File: src/rtl/pipe_pkg.sv
`default_nettype none
// ============================================================================
// Module      : pipe_pkg
// Description : Shared types and width helpers for the pipeline stage register.
// Revision    : 1.0 - initial release
// ============================================================================
package pipe_pkg;

    typedef enum logic [1:0] {
        ST_EMPTY = 2'd0,
        ST_BUSY  = 2'd1,
        ST_FULL  = 2'd2
    } pipe_state_e;

    localparam int CTRL_W_DEF = 9;
    localparam int DATA_W_DEF = 32;
    localparam int REG_W_DEF  = 5;

    // Total width of the packed {ctrl, data, reg} payload.
    function automatic int payload_width(input int ctrl_w, input int ndata,
                                         input int data_w, input int nreg,
                                         input int reg_w);
        return ctrl_w + ndata * data_w + nreg * reg_w;
    endfunction

endpackage
`default_nettype wire

File: src/rtl/pipe_skid_ctrl.sv
`default_nettype none
// ============================================================================
// Module      : pipe_skid_ctrl
// Description : Valid/ready control for pipe_stage_reg. PIPE_SKID_EN selects
//               the three-state skid FSM; otherwise a single-register stage.
// Revision    : 1.0 - initial release
// ============================================================================
module pipe_skid_ctrl
    import pipe_pkg::*;
(
    input  logic clk,
    input  logic rst,
    input  logic flush,
    input  logic in_valid,
    input  logic out_ready,
    output logic in_ready,
    output logic out_valid,
    output logic load_main,
    output logic load_skid,
    output logic main_from_skid
);

`ifdef PIPE_SKID_EN
    pipe_state_e r_state;
    pipe_state_e w_next;
    logic        r_in_ready;
    logic        r_out_valid;
    logic        w_accept;

    assign in_ready  = r_in_ready;
    assign out_valid = r_out_valid;
    assign w_accept  = in_valid & r_in_ready;

    always_comb begin
        w_next         = r_state;
        load_main      = 1'b0;
        load_skid      = 1'b0;
        main_from_skid = 1'b0;
        case (r_state)
            ST_EMPTY: begin
                if (w_accept) begin
                    load_main = 1'b1;
                    w_next    = ST_BUSY;
                end
            end
            ST_BUSY: begin
                if (w_accept && out_ready) begin
                    load_main = 1'b1;
                end else if (w_accept) begin
                    load_skid = 1'b1;
                    w_next    = ST_FULL;
                end else if (out_ready) begin
                    w_next    = ST_EMPTY;
                end
            end
            ST_FULL: begin
                if (out_ready) begin
                    load_main      = 1'b1;
                    main_from_skid = 1'b1;
                    w_next         = ST_BUSY;
                end
            end
            default: w_next = ST_EMPTY;
        endcase
        // Reset and flush discard anything accepted on this edge.
        if (rst || flush) begin
            load_main      = 1'b0;
            load_skid      = 1'b0;
            main_from_skid = 1'b0;
        end
    end

    always_ff @(posedge clk) begin
        if (rst || flush) begin
            r_state     <= ST_EMPTY;
            r_in_ready  <= 1'b1;
            r_out_valid <= 1'b0;
        end else begin
            r_state     <= w_next;
            r_in_ready  <= (w_next != ST_FULL);
            r_out_valid <= (w_next != ST_EMPTY);
        end
    end
`else
    logic r_out_valid;
    logic w_accept;

    assign out_valid      = r_out_valid;
    assign in_ready       = ~r_out_valid | out_ready;
    assign w_accept       = in_valid & in_ready;
    assign load_main      = w_accept & ~flush & ~rst;
    assign load_skid      = 1'b0;
    assign main_from_skid = 1'b0;

    always_ff @(posedge clk) begin
        if (rst || flush) begin
            r_out_valid <= 1'b0;
        end else if (w_accept) begin
            r_out_valid <= 1'b1;
        end else if (out_ready) begin
            r_out_valid <= 1'b0;
        end
    end
`endif

endmodule
`default_nettype wire

File: src/rtl/pipe_stage_reg.sv
`default_nettype none
// ============================================================================
// Module      : pipe_stage_reg
// Description : Inter-stage pipeline register with valid/ready, flush and an
//               optional skid buffer enabled by defining PIPE_SKID_EN.
// Revision    : 1.0 - initial release
// ============================================================================
module pipe_stage_reg
    import pipe_pkg::*;
#(
    parameter int CTRL_W = CTRL_W_DEF,
    parameter int DATA_W = DATA_W_DEF,
    parameter int NDATA  = 3,
    parameter int REG_W  = REG_W_DEF,
    parameter int NREG   = 3
) (
    input  logic                    clk,
    input  logic                    rst,
    input  logic                    flush,
    input  logic                    in_valid,
    output logic                    in_ready,
    input  logic [CTRL_W-1:0]       in_ctrl,
    input  logic [NDATA*DATA_W-1:0] in_data,
    input  logic [NREG*REG_W-1:0]   in_reg,
    output logic                    out_valid,
    input  logic                    out_ready,
    output logic [CTRL_W-1:0]       out_ctrl,
    output logic [NDATA*DATA_W-1:0] out_data,
    output logic [NREG*REG_W-1:0]   out_reg
);

    localparam int PAYLOAD_W = payload_width(CTRL_W, NDATA, DATA_W, NREG, REG_W);
    localparam int DREG_W    = NDATA * DATA_W + NREG * REG_W;

    logic [PAYLOAD_W-1:0] w_in_payload;
    logic [PAYLOAD_W-1:0] r_main;
    logic [PAYLOAD_W-1:0] r_skid;
    logic                 w_load_main;
    logic                 w_load_skid;
    logic                 w_main_from_skid;

    assign w_in_payload = {in_ctrl, in_data, in_reg};

    pipe_skid_ctrl u_ctrl (
        .clk            (clk),
        .rst            (rst),
        .flush          (flush),
        .in_valid       (in_valid),
        .out_ready      (out_ready),
        .in_ready       (in_ready),
        .out_valid      (out_valid),
        .load_main      (w_load_main),
        .load_skid      (w_load_skid),
        .main_from_skid (w_main_from_skid)
    );

    // In the single-register build load_skid is tied low, so r_skid stays zero.
    always_ff @(posedge clk) begin
        if (rst) begin
            r_main <= '0;
            r_skid <= '0;
        end else begin
            if (w_load_main) begin
                r_main <= w_main_from_skid ? r_skid : w_in_payload;
            end
            if (w_load_skid) begin
                r_skid <= w_in_payload;
            end
        end
    end

    assign out_ctrl = r_main[PAYLOAD_W-1 -: CTRL_W] & {CTRL_W{out_valid}};
    assign out_data = r_main[DREG_W-1 -: NDATA*DATA_W];
    assign out_reg  = r_main[NREG*REG_W-1:0];

endmodule
`default_nettype wire
File: config.mk
export PLATFORM = sky130hd
export DESIGN_NAME = pipe_stage_reg
export DESIGN_NICKNAME = d
export VERILOG_FILES = /design/src/rtl/pipe_pkg.sv /design/src/rtl/pipe_skid_ctrl.sv /design/src/rtl/pipe_stage_reg.sv
export SDC_FILE = /design/constraint.sdc
export NUM_CORES = 1
export LEC_CHECK = 0
export CORE_UTILIZATION = 30
export DETAILED_ROUTE_END_ITERATION = 10
export HOLD_SLACK_MARGIN = 0.12
export PLACE_DENSITY = 0.58
export SYNTH_ARGS = -nofsm -noshare
export SYNTH_HDL_FRONTEND = slang
export SYNTH_SLANG_ARGS = --single-unit
File: constraint.sdc
create_clock -name clk -period 1.9 [get_ports clk]
set_input_delay 0.19 -clock clk [delete_from_list [all_inputs] [get_ports clk]]
set_output_delay 0.19 -clock clk [all_outputs]
set_load 0.02 [all_outputs]
==> results of run 1 <==
## sequential cells by signal (all words and copies together), names as in the netlist
register          count
r_main              120
u_ctrl.out_valid      1
## kinds of logic after synthesis
family / count (synthesis) / share of synthesized area [%]
flip-flops: 121 / 39.41
multiplexers: 120 / 28.09
buffers and inverters: 138 / 18.30
AND/OR/NAND/NOR: 132 / 14.07
AO/OA/AOI/OAI: 1 / 0.1222
## repair_timing
| item | in CTS | in global routing |
|---|---|---|
| endpoints found under the setup margin | 9 | 4 |
| gates resized for setup | 1 | 4 |
| hold buffers | 1 | 0 |
| hold endpoints to repair | 1 | 0 |
## layer usage
metal	part of all wire (%)	up-vias	track usage [%]
li1	-	1809	-
met1	41	1749	14.60
met2	50	146	22.43
met3	8.4	7	6.289
met4	0.66	0	3.789
met5	0	-	0
## power by group
part	total [µW]	internal (µW)	switching [µW]
sequential	2750	2680	66.1
combinational	1130	711	421
clock	3190	2070	1130
total	7070	5460	1610
## metrics by stage
step	setup WS, ps	hold WS [ps]
after floorplan	309.3	328.8
after detailed placement	111.0	526.6
after global placement	124.9	523.5
final	106.0	388.2
after CTS	38.53	364.4
after global routing	12.34	371.3
## worst max path at each step
stage,start,to,depth (start not counted)
2_1_floorplan,u_ctrl.out_valid,r_main[100],5
3_3_place_gp,out_ready,r_main[111],5
3_5_place_dp,out_ready,r_main[6],5
4_1_cts,u_ctrl.out_valid,out_ctrl[2],2
5_1_grt,u_ctrl.out_valid,out_ctrl[7],2
6_report,u_ctrl.out_valid,out_ctrl[4],2
## worst reg2reg max path, stage by stage, from the launching register on
cell and delay, ps:
dfxtp_2 420, nand2b_2 120, nand3_4 170, buf_12 290, mux2_2 400
## cell usage after synthesis
| cell type | n |
|---|---|
| nand3_4 | 1 |
| and2_1 | 9 |
| a21boi_0 | 1 |
| nand2b_2 | 1 |
| nor2_2 | 1 |
| dfxtp_1 | 121 |
| inv_1 | 1 |
| buf_4 | 114 |
| buf_12 | 11 |
| mux2_2 | 20 |
| mux2_4 | 100 |
| and2b_1 | 20 |
| clkbuf_1 | 12 |
| nor2b_1 | 100 |
## final cells by class
class	instances	share of cell area, %
tap	265	3.894
clock buffer	20	5.246
timing repair buffer	254	30.33
sequential	121	28.46
clock inverter	10	1.499
inverter	1	0.04409
multi-input combinational	253	30.52
==> summary.md, run 1 <==
| Metric | Value |
|---|---|
| Status | `finished clean` |
| DP Area | `7919 µm²` |
| Gate Count Post-Synth | `512` |
| Area leader, netlist | `dfxtp_1` |
| Overall power | `7075 µW` |
| # diodes | `0` |
| Root Buffer | `clkbuf_16` |
| Max_cap viols | `0` |
| Die area | `21060 µm²` |
| Final slew viol count | `0` |
| Crit-path max cell delay | `630 ps` |
| Critical path's top delay family | `buffers and inverters` |
| Worst VDD drop | `0.0005500 V` |
| WL/cell | `14.77 µm` |
| Core Footprint | `19780 µm²` |
| Register Area | `2424 µm²` |
| 1st-iter DRT viols | `72` |
| Slew headroom | `71.14%` |
| Num Clock Sinks | `121` |
| WS Path Type | `register to primary output` |
| Vias per cell | `4.016` |
| CP max stage cell | `clkdlybuf4s50_1` |
| Largest cells by area after synthesis | `dfxtp_1, mux2_4, buf_4` |
| Clock Latency Late Sink | `400 ps` |
| Final ANT Viol Nets | `0` |
| CTS Buffer Depth | `2` |
| R2r worst-path depth | `4` |
| Number of setup buffers added after CTS | `0` |
| Critical path peak fanout | `11` |
| Cell Count, Final, Fillers Out | `924` |
| Worst Skew | `6.445 ps` |
| Hold Crit Class | `input pin to register` |
| CP Data Required Time | `1710 ps` |
| First-pass GRT wire length | `21780 µm` |
| CTS buffer count | `17` |
| GRT overflow | `0` |
| Hold path start | `in_reg[8]` |
| Vias | `3711` |
| H-tree Lvls | `4` |
| Synth top area share | `39.41%` |
| I/O Buffers | `246` |
| Final wirelength | `13650 µm` |
| FF-to-FF End | `r_main[6]` |
| Fillers | `1834` |
| Final core occ | `43.04%` |
| DIE HEIGHT | `145.1 µm` |
| FMAX | `557.4 MHz` |
| Largest net degree at the start of global routing | `65` |
| Final GP Congestion | `0.7439` |
| CTS tree | `done` |
| Synthesized cell area | `6146 µm²` |
| Worst Tran Pin Value | `432.9 ps` |
| Multi-input gate area | `2599 µm²` |
| DP Cell Count | `893` |
| Syn nets | `637` |
| Ports | `247` |
| Share of cells above drive strength 1 | `24.28%` |
| Design Area, Final | `8514 µm²` |
| Pwr Density | `830.9 nW/µm²` |
| CP Data Arrival Time | `1600 ps` |
| DRC violations left | `0` |
| Hold path endpoint | `r_main[8]` |
| Worst Setup End Kind | `primary output` |
| Final setup TNS | `0 ps` |
| Lkg Pwr | `0.003760 µW` |
| Final Setup Violations | `0` |
| Final period utilization | `94.42%` |
| Post-synthesis sequential area ratio | `39.41%` |
| Clock-pin slew on the worst setup and hold paths | `50 ps` |
| Nets@finish | `773` |
| Total number of yosys warnings | `0` |
| Initial antenna violation count | `0` |
| Final hold vios | `0` |
| Worst r2r src | `u_ctrl.out_valid` |
| Cell variety after synth | `14` |
| Crit path time final | `1794 ps` |
| 1st-pass router iterations | `4` |
| Flop-to-flop setup slack | `390 ps` |
| Vias in the first global route | `4072` |
| Most common cell after layout, fill and taps aside | `clkdlybuf4s50_1` |
| Register bit total from synthesis | `121` |
| Buf/Inv on CP | `1` |
| Crit-path cells | `and2_1 > clkdlybuf4s50_1` |
| Worst Setup Start Kind | `register` |
| Initial Utilization | `31.07%` |
| WHS Path Cells | `2` |
| Std-Cell Rows | `51` |
| Gr usage total | `13.22%` |
| Commonest non-fill, non-tap cells in the layout | `clkdlybuf4s50_1, dfxtp_1, nor2b_1, mux2_4` |
| Syn_area_per_cell | `12.00 µm²` |
| Die X | `145.1 µm` |
| Area grow syn2layout | `38.54%` |
| Hpwl dp | `9744 µm` |
| Unrepaired setup endpoints after global routing | `no` |
Note: power is estimated with default switching activity, not from simulation.
==> inputs of run 2 (changes only) <==
--- a/config.mk
+++ b/config.mk
@@ -7,6 +7,7 @@
 export LEC_CHECK = 0
 export CORE_UTILIZATION = 30
 export DETAILED_ROUTE_END_ITERATION = 10
+export GPL_TIMING_DRIVEN = 0
 export HOLD_SLACK_MARGIN = 0.12
 export PLACE_DENSITY = 0.58
 export SYNTH_ARGS = -nofsm -noshare
==> run 2 against run 1 <==
Against the previous run:
- clock skew up 0.74 ps
- worst hold slack better by 2.6 ps
- critical path type unchanged
- combinational power up 19%
==> summary.md, run 2 (synthesis gave the netlist of run 1 again) <==
| Metric | Value |
|---|---|
| Final slew viol count | `0` |
| Crit-path cells | `and2_1 > clkdlybuf4s50_1` |
| Final GP Congestion | `0.7572` |
| Max_cap viols | `0` |
| WS Path Type | `register to primary output` |
| DP Area | `8940 µm²` |
| H-tree Lvls | `4` |
| 1st-pass router iterations | `4` |
| Nets@finish | `902` |
| Setup WS pre-CTS | `-93.21 ps` |
| Crit-path max cell delay | `620 ps` |
| 1st-iter DRT viols | `70` |
| Std-Cell Rows | `51` |
| Largest register FFs | `120` |
| Pwr Density | `764.6 nW/µm²` |
| Most common cell after layout, fill and taps aside | `clkdlybuf4s50_1` |
| Clock-pin slew on the worst setup and hold paths | `60 ps` |
| Share of cells above drive strength 1 | `35.28%` |
| Worst Setup Start Kind | `register` |
| Vias in the first global route | `4533` |
| Initial antenna violation count | `0` |
| CP Data Arrival Time | `1600 ps` |
| Crit path time final | `1795 ps` |
| GR Util met3 | `5.535%` |
| Buf/Inv on CP | `1` |
| Worst Skew | `7.189 ps` |
| Vias | `4162` |
| CTS Buffer Depth | `2` |
| Ports | `247` |
| Clock Latency Late Sink | `400 ps` |
| Commonest non-fill, non-tap cells in the layout | `clkdlybuf4s50_1, dfxtp_1, buf_4` |
| CTS Hold Bufs | `0` |
| # diodes | `0` |
| GRT overflow | `0` |
| Unrepaired setup endpoints after global routing | `no` |
| Initial Utilization | `31.07%` |
| Most flop-heavy register | `r_main` |
| Die X | `145.1 µm` |
| Largest net degree at the start of global routing | `17` |
| Worst Tran Pin Value | `507.5 ps` |
| FMAX | `557.2 MHz` |
| Num Clock Sinks | `121` |
| Number of setup buffers added after CTS | `0` |
| Area grow syn2layout | `54.95%` |
| Final wirelength | `14710 µm` |
| DIE HEIGHT | `145.1 µm` |
| Worst Setup End Kind | `primary output` |
| CP max stage cell | `clkdlybuf4s50_1` |
| Root Buffer | `clkbuf_16` |
| CP Data Required Time | `1710 ps` |
| I/O Buffers | `246` |
| Final period utilization | `94.46%` |
| Die area | `21060 µm²` |
| Final hold vios | `0` |
| Core Footprint | `19780 µm²` |
| Grt peak-use layer | `met2` |
| First-pass GRT wire length | `23600 µm` |
| CTS buffer count | `17` |
| Met2 GRT Util | `23.70%` |
| Final ANT Viol Nets | `0` |
| CTS tree | `done` |
| Hold Crit Class | `input pin to register` |
| Final worst slack | `105.3 ps` |
| Design Area, Final | `9523 µm²` |
| Worst VDD drop | `0.0005326 V` |
| Met1 Use GR | `16.47%` |
| Status | `finished clean` |
| Critical path peak fanout | `11` |
| WL/cell | `13.97 µm` |
| Gr usage total | `14.10%` |
| Hpwl dp | `10960 µm` |
| Vias per cell | `3.953` |
| Slew headroom | `66.17%` |
| Final Setup Violations | `0` |
| Critical path's top delay family | `buffers and inverters` |
| DRC violations left | `0` |
| Lkg Pwr | `0.004376 µW` |
==> run 2: changes by cell type in the layout (fill, tap and decap cells not counted), moves of 3 or more <==
| cell | before | now |
|---|---|---|
| clkdlybuf4s50_1 | 241 | 245 |
| buf_12 | 4 | 11 |
| clkbuf_1 | 2 | 13 |
| dlymetal6s2s_1 | 4 | 1 |
| buf_4 | 4 | 114 |
| clkbuf_8 | 1 | 4 |
==> run 2: path summary, 6_finish.rpt <==
| path | from | endpoint | slack (ps) | cells past startpoint |
|---|---|---|---|---|
| max | u_ctrl.out_valid | out_ctrl[7] | 110 | 2 |
| min | in_reg[1] | r_main[1] | 390 | 2 |
| max reg2reg | u_ctrl.out_valid | r_main[12] | 440 | 5 |
| min reg2reg | r_main[28] | r_main[28] | 590 | 2 |
==> run 2: cell type report <==
| cell class | instances | area (µm²) |
|---|---|---|
| Inverter | 1 | 3.754 |
| Multi-Input combinational cell | 253 | 2599 |
| Sequential cell | 121 | 2424 |
| Clock buffer | 22 | 484.2 |
| Tap cell | 265 | 331.6 |
| Fill cell | 1805 | 10260 |
| Timing Repair Buffer | 246 | 2465 |
| Clock inverter | 8 | 95.09 |
| Buffer | 137 | 1121 |
==> run 2: worst reg2reg max path: stages (launching register included) <==
cell	delay [ps]
dfxtp_2	430
nand2b_2	120
nand3_4	110
buf_12	200
buf_12	180
mux2_4	300
==> run 2: what timing repair did <==
item,CTS,global route
gates resized for setup,1,1
pin swaps,0,0
setup endpoints to repair,9,1
==> run 2: stage by stage <==
step	utilization (%)	total power [µW]	cells	TNS, ps	hold WS [ps]
2_1_floorplan	-	3547	512	0	328.8
3_3_place_gp	45.19	4140	1023	-1571	570.7
3_5_place_dp	45.19	4158	1023	-2912	573.7
4_1_cts	48.13	7399	1053	0	369.2
5_1_grt	48.14	7564	1053	0	370.1
6_report	48.14	7281	1053	0	390.8
==> run 2: power breakdown <==
part	switching (µW)	total, µW	internal (µW)
sequential	68.9	2750	2680
combinational	464	1340	880
clock	1140	3180	2050
total	1670	7280	5610
==> run 2: per-layer routing <==
| metal | part of all wire (%) | vias up | routed length, µm |
|---|---|---|---|
| met3 | 7.5 | 11 | 1110 |
| li1 | - | 2070 | - |
| met4 | 1.1 | 0 | 166 |
| met1 | 43 | 1930 | 6286 |
| met5 | 0 | - | 0 |
| met2 | 49 | 151 | 7149 |
==> inputs of run 3 (changes only) <==
--- a/config.mk
+++ b/config.mk
@@ -9,7 +9,6 @@
 export DETAILED_ROUTE_END_ITERATION = 10
 export GPL_TIMING_DRIVEN = 0
 export HOLD_SLACK_MARGIN = 0.12
-export PLACE_DENSITY = 0.58
 export SYNTH_ARGS = -nofsm -noshare
 export SYNTH_HDL_FRONTEND = slang
 export SYNTH_SLANG_ARGS = --single-unit
==> run 3 against run 2 <==
Against the previous run:
- worst setup slack got worse by 7.8 ps
- maximum frequency fell by 0.44%
- largest power group unchanged
- first-iteration DRC count is 33% lower
- combinational power about the same
- sequential share of layout area barely moved
- critical path type unchanged
- cell count did not move
- sequential power about the same
- sequential cell count stayed put
- die area unchanged
- clock skew up 1.5 ps
- critical endpoint is now out_ctrl[6]
- clock power is essentially flat
- highest routed layer unchanged
==> summary.md, run 3 (synthesis gave the netlist of run 1 again) <==
| Metric | Value |
|---|---|
| Status | `finished clean` |
| Std-Cell Rows | `51` |
| Sw Ratio | `22.73%` |
| Final core occ | `48.12%` |
| DIE HEIGHT | `145.1 µm` |
| Largest register FFs | `120` |
| Worst Setup End Kind | `primary output` |
| Vias | `4196` |
| Setup WS pre-CTS | `-130.6 ps` |
| Final hold vios | `0` |
| Num Clock Sinks | `121` |
| Final GP Congestion | `0.8004` |
| Core Footprint | `19780 µm²` |
| Initial antenna violation count | `0` |
| Power share of the combinational group | `18.5%` |
| WHS Path Cells | `2` |
| Final ANT Viol Nets | `0` |
| Power share of the sequential group | `37.7%` |
| GR Util met3 | `5.849%` |
| Area grow syn2layout | `54.87%` |
| WL/cell | `14.14 µm` |
| Commonest non-fill, non-tap cells in the layout | `clkdlybuf4s50_1, dfxtp_1, buf_4` |
| CP Data Arrival Time | `1610 ps` |
| Worst r2r src | `u_ctrl.out_valid` |
| CP Data Required Time | `1710 ps` |
| First-pass GRT wire length | `23970 µm` |
| Max_cap viols | `0` |
| Grt peak-use layer | `met2` |
| # diodes | `0` |
| Crit path time final | `1803 ps` |
| Largest net degree at the start of global routing | `17` |
| R2r worst-path depth | `5` |
| Cell Count, Final, Fillers Out | `1053` |
| Unrepaired setup endpoints after global routing | `no` |
| CTS tree | `done` |
| Final setup TNS | `0 ps` |
| Hpwl dp | `11240 µm` |
| CTS resizes | `1` |
| Cell Int Power | `5639 µW` |
| CTS buffer count | `17` |
| Gr usage total | `14.52%` |
| Clock-pin slew on the worst setup and hold paths | `60 ps` |
| Vias per cell | `3.985` |
| Nets@finish | `902` |
| 1st-iter DRT viols | `47` |
| Final worst slack | `97.48 ps` |
| Final period utilization | `94.87%` |
| Hold Crit Class | `input pin to register` |
| Final wirelength | `14890 µm` |
| Worst Skew | `8.640 ps` |
| Clock power share | `43.8%` |
| CTS Hold Bufs | `0` |
| Most flop-heavy register | `r_main` |
| Vias in the first global route | `4644` |
| Worst Setup Start Kind | `register` |
| WS Path Type | `register to primary output` |
| I/O Buffers | `246` |
| 1st-pass router iterations | `4` |
| DP Cell Count | `1023` |
| Die area | `21060 µm²` |
| Crit-path max cell delay | `620 ps` |
| Final Setup Violations | `0` |
| Hold path endpoint | `r_main[93]` |
| Critical path's top delay family | `buffers and inverters` |
| Die X | `145.1 µm` |
| GRT overflow | `0` |
| CP max stage cell | `clkdlybuf4s50_1` |
| Net switching power | `1659 µW` |
| Design Area, Final | `9518 µm²` |
| Worst Tran Pin Value | `533.8 ps` |
| Met1 Use GR | `15.75%` |
| Share of cells above drive strength 1 | `35.03%` |
| FF-to-FF End | `r_main[97]` |
| Critical path peak fanout | `11` |
| DRC violations left | `0` |
| FMAX | `554.8 MHz` |
| Lkg Pwr | `0.004379 µW` |
| Pwr Density | `766.7 nW/µm²` |
| Most common cell after layout, fill and taps aside | `clkdlybuf4s50_1` |
| H-tree Lvls | `4` |
| Clock Latency Late Sink | `410 ps` |
| Slew headroom | `64.42%` |
| Root Buffer | `clkbuf_16` |
| Number of setup buffers added after CTS | `0` |
| Initial Utilization | `31.07%` |
| DP Area | `8940 µm²` |
| CTS Buffer Depth | `2` |
| Worst VDD drop | `0.0005416 V` |
| Hold path start | `in_data[78]` |
| Flop-to-flop setup slack | `430 ps` |
| Ports | `247` |
| Crit-path cells | `and2_1 > clkdlybuf4s50_1` |
| Final slew viol count | `0` |
| Met2 GRT Util | `25.53%` |
| Buf/Inv on CP | `1` |
run 3: routing by layer:
layer | part of all wire [%] | vias to the layer above
met3 | 7.0 | 15
met2 | 50 | 142
met4 | 1.3 | 0
li1 | - | 2078
met1 | 41 | 1961
met5 | 0 | -
run 3: worst max-delay path by stage:
stage	end	from	cells past startpoint
floorplan	r_main[100]	u_ctrl.out_valid	5
global placement	r_main[25]	rst	5
detailed placement	r_main[105]	rst	5
CTS	out_ctrl[0]	u_ctrl.out_valid	2
global route	out_ctrl[0]	u_ctrl.out_valid	2
finish	out_ctrl[6]	u_ctrl.out_valid	2
run 3: layout make-up:
type	count	area (µm²)
Buffer	137	1121
Clock buffer	21	450.4
Clock inverter	9	123.9
Fill cell	1826	10260
Inverter	1	3.754
Multi-Input combinational cell	253	2599
Sequential cell	121	2424
Tap cell	265	331.6
Timing Repair Buffer	246	2465
run 3: per-stage QoR:
stage                     hold slack (ps)  total power (µW)
final                               387.3              7298
after global routing                366.1              7613
after CTS                           366.6              7416
after detailed placement            580.5              4162
after global placement              572.2              4134
after floorplan                     328.8              3547
run 3: power groups by stage:
stage	Clock [µW]	Sequential, µW	Combinational, µW
floorplan	0	2780	764
CTS	3300	2750	1370
global route	3420	2770	1420
finish	3200	2750	1350
detailed placement	0	2800	1360
global placement	0	2800	1340
